**config.mk**
```make
export PLATFORM = sky130hd
export DESIGN_NAME = time_keeper
export DESIGN_NICKNAME = d
export VERILOG_FILES = /design/src/rtl/time_keeper.sv
export SDC_FILE = /design/constraint.sdc
export NUM_CORES = 1
export LEC_CHECK = 0
export BUFFER_PORTS_ARGS = -buffer_cell sky130_fd_sc_hd__buf_2
export CELL_PAD_IN_SITES_DETAIL_PLACEMENT = 1
export CELL_PAD_IN_SITES_GLOBAL_PLACEMENT = 1
export CORE_ASPECT_RATIO = 1.75
export CORE_MARGIN = 1
export CORE_UTILIZATION = 39
export DETAILED_ROUTE_END_ITERATION = 10
export GPL_TIMING_DRIVEN = 0
export PLACE_DENSITY = 0.88
export RECOVER_POWER = 50
export SLEW_MARGIN = 20
export SYNTH_ARGS = -nofsm -noshare
export SYNTH_HDL_FRONTEND = slang
export SYNTH_SLANG_ARGS = --single-unit
```
**constraint.sdc**
```tcl
create_clock -name clk_in -period 3 [get_ports clk_in]
set_input_delay 0.3 -clock clk_in [delete_from_list [all_inputs] [get_ports clk_in]]
set_output_delay 0.3 -clock clk_in [all_outputs]
set_load 0.005 [all_outputs]
```
**src/rtl/time_keeper.sv**
```systemverilog
// -----------------------------------------------------------------------------
// time_keeper
//
// 24-hour HH:MM:SS timekeeping stage. The divided clock from the clock divider
// is sampled as a level in the clk_in domain. Each qualifying edge, while run is
// high, advances six directly stored BCD digits. A validated set interface loads
// a new time, converting the binary fields to BCD.
//
// Parameters
//   TICK_EDGES : 1 = advance on rising edges of tick_in only,
//                2 = advance on both rising and falling edges.
//
// Ports
//   clk_in    in  1  main clock, all registers on rising edge
//   rst       in  1  synchronous active-high reset
//   tick_in   in  1  divided clock level (already in clk_in domain)
//   run       in  1  1 = ticks advance time, 0 = ticks discarded
//   set_valid in  1  one-cycle request to load set_hr/set_min/set_sec
//   set_hr    in  5  binary hours to load (0-23)
//   set_min   in  6  binary minutes to load (0-59)
//   set_sec   in  6  binary seconds to load (0-59)
//   hr_bcd    out 8  hours   {tens, units} BCD
//   min_bcd   out 8  minutes {tens, units} BCD
//   sec_bcd   out 8  seconds {tens, units} BCD
//   sec_pulse out 1  one-cycle pulse on every tick
//   min_roll  out 1  one-cycle pulse when seconds wrap 59 -> 00
//   day_roll  out 1  one-cycle pulse when time wraps 23:59:59 -> 00:00:00
//   set_err   out 1  one-cycle pulse when a set request is rejected
// -----------------------------------------------------------------------------
module time_keeper #(
   parameter int TICK_EDGES = 1
) (
   input  logic       clk_in,
   input  logic       rst,
   input  logic       tick_in,
   input  logic       run,
   input  logic       set_valid,
   input  logic [4:0] set_hr,
   input  logic [5:0] set_min,
   input  logic [5:0] set_sec,
   output logic [7:0] hr_bcd,
   output logic [7:0] min_bcd,
   output logic [7:0] sec_bcd,
   output logic       sec_pulse,
   output logic       min_roll,
   output logic       day_roll,
   output logic       set_err
);

   // ---------------------------------------------------------------------------
   // State
   // ---------------------------------------------------------------------------
   logic       tick_d_reg;

   logic [3:0] s0_reg, s0_next;
   logic [3:0] s1_reg, s1_next;
   logic [3:0] m0_reg, m0_next;
   logic [3:0] m1_reg, m1_next;
   logic [3:0] h0_reg, h0_next;
   logic [3:0] h1_reg, h1_next;

   logic       sec_pulse_reg, sec_pulse_next;
   logic       min_roll_reg,  min_roll_next;
   logic       day_roll_reg,  day_roll_next;
   logic       set_err_reg,   set_err_next;

   // ---------------------------------------------------------------------------
   // Edge detection
   // ---------------------------------------------------------------------------
   logic rise_edge;
   logic fall_edge;
   logic edge_det;

   assign rise_edge = tick_in & ~tick_d_reg;
   assign fall_edge = ~tick_in & tick_d_reg;

   generate
      if (TICK_EDGES == 2) begin : g_both_edges
         assign edge_det = rise_edge | fall_edge;
      end else begin : g_rise_only
         assign edge_det = rise_edge;
      end
   endgenerate

   // ---------------------------------------------------------------------------
   // Set validation and binary -> BCD conversion of the set fields.
   // Index 0 = seconds, 1 = minutes, 2 = hours (zero-extended to 6 bits).
   // ---------------------------------------------------------------------------
   logic       set_ok;
   logic       set_bad;
   logic [5:0] set_field [3];
   logic [3:0] set_tens  [3];
   logic [3:0] set_units [3];

   assign set_ok  = set_valid && (set_hr <= 5'd23) && (set_min <= 6'd59)
                    && (set_sec <= 6'd59);
   assign set_bad = set_valid && !set_ok;

   assign set_field[0] = set_sec;
   assign set_field[1] = set_min;
   assign set_field[2] = {1'b0, set_hr};

   genvar gi;
   generate
      for (gi = 0; gi < 3; gi++) begin : g_set_bcd
         assign set_tens[gi]  = 4'(set_field[gi] / 6'd10);
         assign set_units[gi] = 4'(set_field[gi] % 6'd10);
      end
   endgenerate

   // ---------------------------------------------------------------------------
   // Tick qualification: an accepted set takes priority and swallows the tick,
   // a rejected set does not.
   // ---------------------------------------------------------------------------
   logic tick;
   logic sec_wrap;
   logic min_wrap;
   logic hr_last;

   assign tick     = edge_det && run && !set_ok;
   assign sec_wrap = (s1_reg == 4'd5) && (s0_reg == 4'd9);
   assign min_wrap = (m1_reg == 4'd5) && (m0_reg == 4'd9);
   assign hr_last  = (h1_reg == 4'd2) && (h0_reg == 4'd3);

   // ---------------------------------------------------------------------------
   // Next-state logic for the digits and pulses
   // ---------------------------------------------------------------------------
   always_comb begin
      s0_next = s0_reg;
      s1_next = s1_reg;
      m0_next = m0_reg;
      m1_next = m1_reg;
      h0_next = h0_reg;
      h1_next = h1_reg;

      if (set_ok) begin
         s0_next = set_units[0];
         s1_next = set_tens[0];
         m0_next = set_units[1];
         m1_next = set_tens[1];
         h0_next = set_units[2];
         h1_next = set_tens[2];
      end else if (tick) begin
         // Seconds
         if (s0_reg == 4'd9) begin
            s0_next = 4'd0;
            s1_next = (s1_reg == 4'd5) ? 4'd0 : s1_reg + 4'd1;
         end else begin
            s0_next = s0_reg + 4'd1;
         end

         // Minutes ripple only on the seconds 59 -> 00 wrap
         if (sec_wrap) begin
            if (m0_reg == 4'd9) begin
               m0_next = 4'd0;
               m1_next = (m1_reg == 4'd5) ? 4'd0 : m1_reg + 4'd1;
            end else begin
               m0_next = m0_reg + 4'd1;
            end
         end

         // Hours ripple on the mm:ss 59:59 wrap; 23 wraps to 00
         if (sec_wrap && min_wrap) begin
            if (hr_last) begin
               h0_next = 4'd0;
               h1_next = 4'd0;
            end else if (h0_reg == 4'd9) begin
               h0_next = 4'd0;
               h1_next = h1_reg + 4'd1;
            end else begin
               h0_next = h0_reg + 4'd1;
            end
         end
      end
   end

   always_comb begin
      sec_pulse_next = tick;
      min_roll_next  = tick && sec_wrap;
      day_roll_next  = tick && sec_wrap && min_wrap && hr_last;
      set_err_next   = set_bad;
   end

   // ---------------------------------------------------------------------------
   // Registers. tick_d follows tick_in even in reset so the first cycle after
   // reset never sees a spurious edge.
   // ---------------------------------------------------------------------------
   always_ff @(posedge clk_in) begin
      tick_d_reg <= tick_in;
      if (rst) begin
         s0_reg        <= 4'd0;
         s1_reg        <= 4'd0;
         m0_reg        <= 4'd0;
         m1_reg        <= 4'd0;
         h0_reg        <= 4'd0;
         h1_reg        <= 4'd0;
         sec_pulse_reg <= 1'b0;
         min_roll_reg  <= 1'b0;
         day_roll_reg  <= 1'b0;
         set_err_reg   <= 1'b0;
      end else begin
         s0_reg        <= s0_next;
         s1_reg        <= s1_next;
         m0_reg        <= m0_next;
         m1_reg        <= m1_next;
         h0_reg        <= h0_next;
         h1_reg        <= h1_next;
         sec_pulse_reg <= sec_pulse_next;
         min_roll_reg  <= min_roll_next;
         day_roll_reg  <= day_roll_next;
         set_err_reg   <= set_err_next;
      end
   end

   assign hr_bcd    = {h1_reg, h0_reg};
   assign min_bcd   = {m1_reg, m0_reg};
   assign sec_bcd   = {s1_reg, s0_reg};
   assign sec_pulse = sec_pulse_reg;
   assign min_roll  = min_roll_reg;
   assign day_roll  = day_roll_reg;
   assign set_err   = set_err_reg;

endmodule

```
After elaboration in Yosys (flattened, before gate mapping)
Cells that the tools add are included.

Bits in registers: 29. Output and inout bits: 28. Logic and storage cells: 86.

$add $sub $neg: 6. Div/mod/pow operators: 6. Magnitude comparators: 3. Equality and inequality tests: 7. Mux-type cells: 26. Bitwise logic cells: 2. Reduce and logical (&&, ||, !) cells: 25.

Operator list (count): 2-to-1 mux 4 bit (26); adder 4 x 1 -> 4 bit (second input constant) (6); logical AND 1 bit (13); divider 6 x 4 -> 6 bit (second input constant) (2); equality test 4 bit (second input constant) (3); less-or-equal comparator 6 bit (second input constant) (2); remainder unit 6 x 4 -> 6 bit (second input constant) (2); nonzero test 2 bit (5); equality test 4 x 2 -> 1 bit (second input constant) (2); equality test 4 x 3 -> 1 bit (second input constant) (2); divider 5 x 4 -> 6 bit (second input constant) (1); remainder unit 5 x 4 -> 6 bit (second input constant) (1); AND reduction 2 bit (3); AND reduction 3 bit (2); less-or-equal comparator 5 bit (second input constant) (1); nonzero test 3 bit (1); bitwise AND 1 bit (1); zero test 1 bit (1); inverter 1 bit (1).

Logic depth before layout (Yosys ltp)
Word-level depth: 9. Depth in mapped cells: 10.

Worst setup path after synthesis
No wires, ideal clock.

Path type: input -> register. Start: in set_min[5]. End: reg m0_reg[3]. Library setup time: 0.091 ns. Arrival time: 2.020 ns. Data required time: 2.909 ns. Setup slack: 0.889 ns. Stages on the path: 10. Cells stage by stage: clkbuf_1 > nor2b_1 > a221o_1 > o21ai_0 > ha_1 > nand2b_1 > a2bb2oi_1 > nor2_1 > nor3_1 > a311oi_1.

Word-level cells in the longest chain between the ends: 7. Elaborated cells on any way between the ends: 10.

RTL lines: start: declaration (RTL line 39) `input logic [5:0] set_min,`; branches (longest 7 deep; another with remainder unit 6 x 4 -> 6 bit); end signal: assignment (RTL line 204) `m0_reg <= m0_next;`; end: declaration (RTL line 57) `logic [3:0] m0_reg, m0_next;`.

Several ways; the timed one is not identified. A chain may end at the register's enable or synchronous reset.

Worst setup path in the final report
Start: reg s0_reg[1]. End: reg h1_reg[1].

Word-level cells in the longest chain between the ends: 5.

RTL lines: start: declaration (RTL line 55) `logic [3:0] s0_reg, s0_next;`; start signal: assignment (RTL line 202) `s0_reg <= s0_next;`; equality test 4 bit (RTL line 121) `assign sec_wrap = (s1_reg == 4'd5) && (s0_reg == 4'd9);`; logical AND 1 bit (RTL line 121); logical AND 1 bit (RTL line 163) `if (sec_wrap && min_wrap) begin`; nonzero test 2 bit (no source line); AND reduction 3 bit (no source line); end signal: assignment (RTL line 207) `h1_reg <= h1_next;`; end: declaration (RTL line 60) `logic [3:0] h1_reg, h1_next;`.

Every way passes these cells.

==> results.cfg <==
[pwr]
pwr_density_cell_mw_per_mm2 = 399
p_leak_nw = 1.00
vdd.ir_drop.worst_mv = 0.143

[floorplanning]
ios = 50
die_h_um = 101
floorplan.rows = 35
die-area_mm2 = 0.00590
die_x_um = 58.5
starting_utilization_of_the_core_area = 0.408
fp.coreArea_mm2 = 0.00534

[clock_tree]
tritoncts = yes
numCtsBuffers = 5
numClockSinks = 29
insertion_delay_ns = 0.28
cts_repair_resize_count = 0
h-tree-depth = 2
clockRootBuffer = sky130_fd_sc_hd__clkbuf_8
cts-root-to-sink-buffers = 2
cts_hold_buf = 0
postCtsSetupBuffers = 0
clkTransAtPathRegs_ns = 0.07

[finish]
antenna_cells_inserted = 0
most_frequent_cells_in_the_layout = 30 x sky130_fd_sc_hd__clkbuf_1, 30 x sky130_fd_sc_hd__buf_2, 29 x sky130_fd_sc_hd__dfxtp_1, 27 x sky130_fd_sc_hd__nor2_1, 23 x sky130_fd_sc_hd__nand2_1
drive_above_1_share = 0.153
n_fill_cell = 710
synthToLayoutAreaGrowth_pct = 17.3
finalCoreUtilization = 0.479
postLayoutCellArea_mm2 = 0.00256
fin_nets = 355

[grt]
vias_in_the_first_global_route = 2289
global_route_wire_length_before_repair_um = 11000
number_of_antenna_violations_at_the_first_check_in_global_routing = 0
gr-usage-all-layers = 0.238
grt_remaining_overflow = 0
grt_start_max_net_pins = 11

[placed_design]
gp_routability_congestion = 0.784
dpl_cell_area_mm2 = 0.00249
io_buffers = 44
dp_hpwl_um = 4930
post-place-ws_ns = 0.529

[timing]
worst_slew_pin_slew_ns = 0.625
timing.hold.ws_ns = 0.192
period_needed_ns = 2.35
fin_ws_ns = 0.653
worst_slew_margin_rel = 0.580
timing.final.setup_violations = 0
finalClockSkew_ns = 0.00302
fin_setup_tns_ns = 0
finalHoldViolCount = 0
fmax_ghz = 0.426
final.period_utilization = 0.782
slew_viol_final = 0
rsz0062_at_grt = no

[critical_path]
critical_path.endpoint_type = register
cp_cell_sequence = or3b_4 -> nor3_4 -> nand2_4 -> or4_4 -> a221oi_2
timing.rr.end = h1_reg[1]
cp_num_cells = 5
dominant_delay_contributor_by_cell_family_on_the_critical_path = simple AND/OR/NAND/NOR gates
r2r_setup_slack_ns = 0.65
critical_path_peak_fanout = 10
crit_path_start_kind = register
timing.rr.start = s0_reg[1]
critPathBufInv = 0
timing.critical_path.slowest_cell_delay_ns = 0.55
arrival_time_of_data_at_the_critical_path_endpoint_ns = 2.55
slowest_stage_cell_on_the_critical_path = sky130_fd_sc_hd__or4_4
crit_required_ns = 3.20
worst_r2r_path_depth = 5
critical_path_class = reg -> reg

[route]
avgViaCountPerCell = 5.74
drt_first_pass_iters = 4
ant_nets = 0
detailedRoute.firstIterationViolations = 74
postRouteWirelength_um = 6650
drc = 0
wl_per_cell_um = 16.6
detailroute.via_count = 2300

[min_path]
worstHoldPathCells = 1
hold_class = in -> reg
min-delay-start = tick_in
worstHoldEndpoint = tick_d_reg

[synthesis]
synthFlopType = sky130_fd_sc_hd__dfxtp_1
post_synth.cell_area_avg_um2 = 7.93
synth.lib_cells_used.distinct = 57
synth.net_count = 304
number_of_instances_in_the_synthesized_netlist = 275
ys_seq_elements = 29
postSynth.asyncResetShare = 0
post_synth_instance_area_mm2 = 0.00218
number_of_synthesized_flops_with_an_enable_pin = 0
yosys_warnings = 0
synth.yosys.seq_area_share = 0.266

[outcome]
outcome = finished, final reports clean

[flow_run]
maxCapViolCount = 0
## metal layers
layer	vias to the layer above	GRT usage	wire length, µm
met5	-	0	0
met2	39	0.447	3600
met1	1128	0.263	2740
met3	11	0.0218	130
met4	0	0.106	176
li1	1122	-	-
## cells in the mapped netlist, drive strengths merged (7+ instances only)
library cell | n | area, µm²
nand4 | 7 | 43.8
clkbuf | 15 | 56.3
xor2 | 7 | 61.3
dfxtp | 29 | 581
mux2i | 8 | 80.1
inv | 12 | 45.0
a211oi | 7 | 52.6
nand2 | 24 | 97.6
nor2b | 13 | 81.3
ha | 7 | 87.6
nor3 | 8 | 51.3
xnor2 | 7 | 61.3
nor2 | 27 | 101
o21ai | 16 | 80.1
a21oi | 10 | 50.1
## worst max path at each step
stage	slack [ns]	endpoint	startpoint
floorplan	0.89	m0_reg[3]	set_min[5]
global placement	0.59	m0_reg[3]	set_min[5]
detailed placement	0.53	m0_reg[3]	set_min[5]
CTS	0.66	h1_reg[1]	s0_reg[1]
global route	0.56	h1_reg[1]	s0_reg[1]
finish	0.65	h1_reg[1]	s0_reg[1]
## where the power goes
part           switching [mW]  total (mW)  internal (mW)
clock                   0.158       0.319          0.161
combinational           0.142       0.252          0.110
sequential             0.0384       0.449          0.411
## layout make-up
class	instances	area, µm²	share of cell area
Multi-Input combinational cell	218	1490	0.584
Sequential cell	29	581	0.227
Clock buffer	6	72.6	0.0284
Clock inverter	2	10.0	0.00391
Tap cell	74	92.6	0.0362
Inverter	12	45.0	0.0176
Timing Repair Buffer	44	203	0.0793
Buffer	16	60.1	0.0235
## kinds of logic (layout without fill, tap and decap cells)
family / Yosys count / after routing / share of synthesized area
flops: 29 / 29 / 0.266
buf+inv: 28 / 80 / 0.0482
mux: 9 / 9 / 0.0419
fa+ha+maj: 7 / 7 / 0.0402
compound gates: 72 / 72 / 0.239
simple gates: 116 / 116 / 0.308
xor+xnor: 14 / 14 / 0.0563
## stage by stage
| stage | cells | power [mW] |
|---|---|---|
| after global placement | 393 | 0.696 |
| after CTS | 401 | 1.02 |
| final | 401 | 1.02 |
| after global routing | 401 | 1.07 |
| after detailed placement | 393 | 0.709 |
| after floorplan | 275 | 0.614 |
## worst reg2reg max path, stage by stage (launching register included)
cell	delay, ns
sky130_fd_sc_hd__dfxtp_1	0.38
sky130_fd_sc_hd__or3b_4	0.47
sky130_fd_sc_hd__nor3_4	0.45
sky130_fd_sc_hd__nand2_4	0.16
sky130_fd_sc_hd__or4_4	0.55
sky130_fd_sc_hd__a221oi_2	0.27
(Power assumes the default switching activity.)
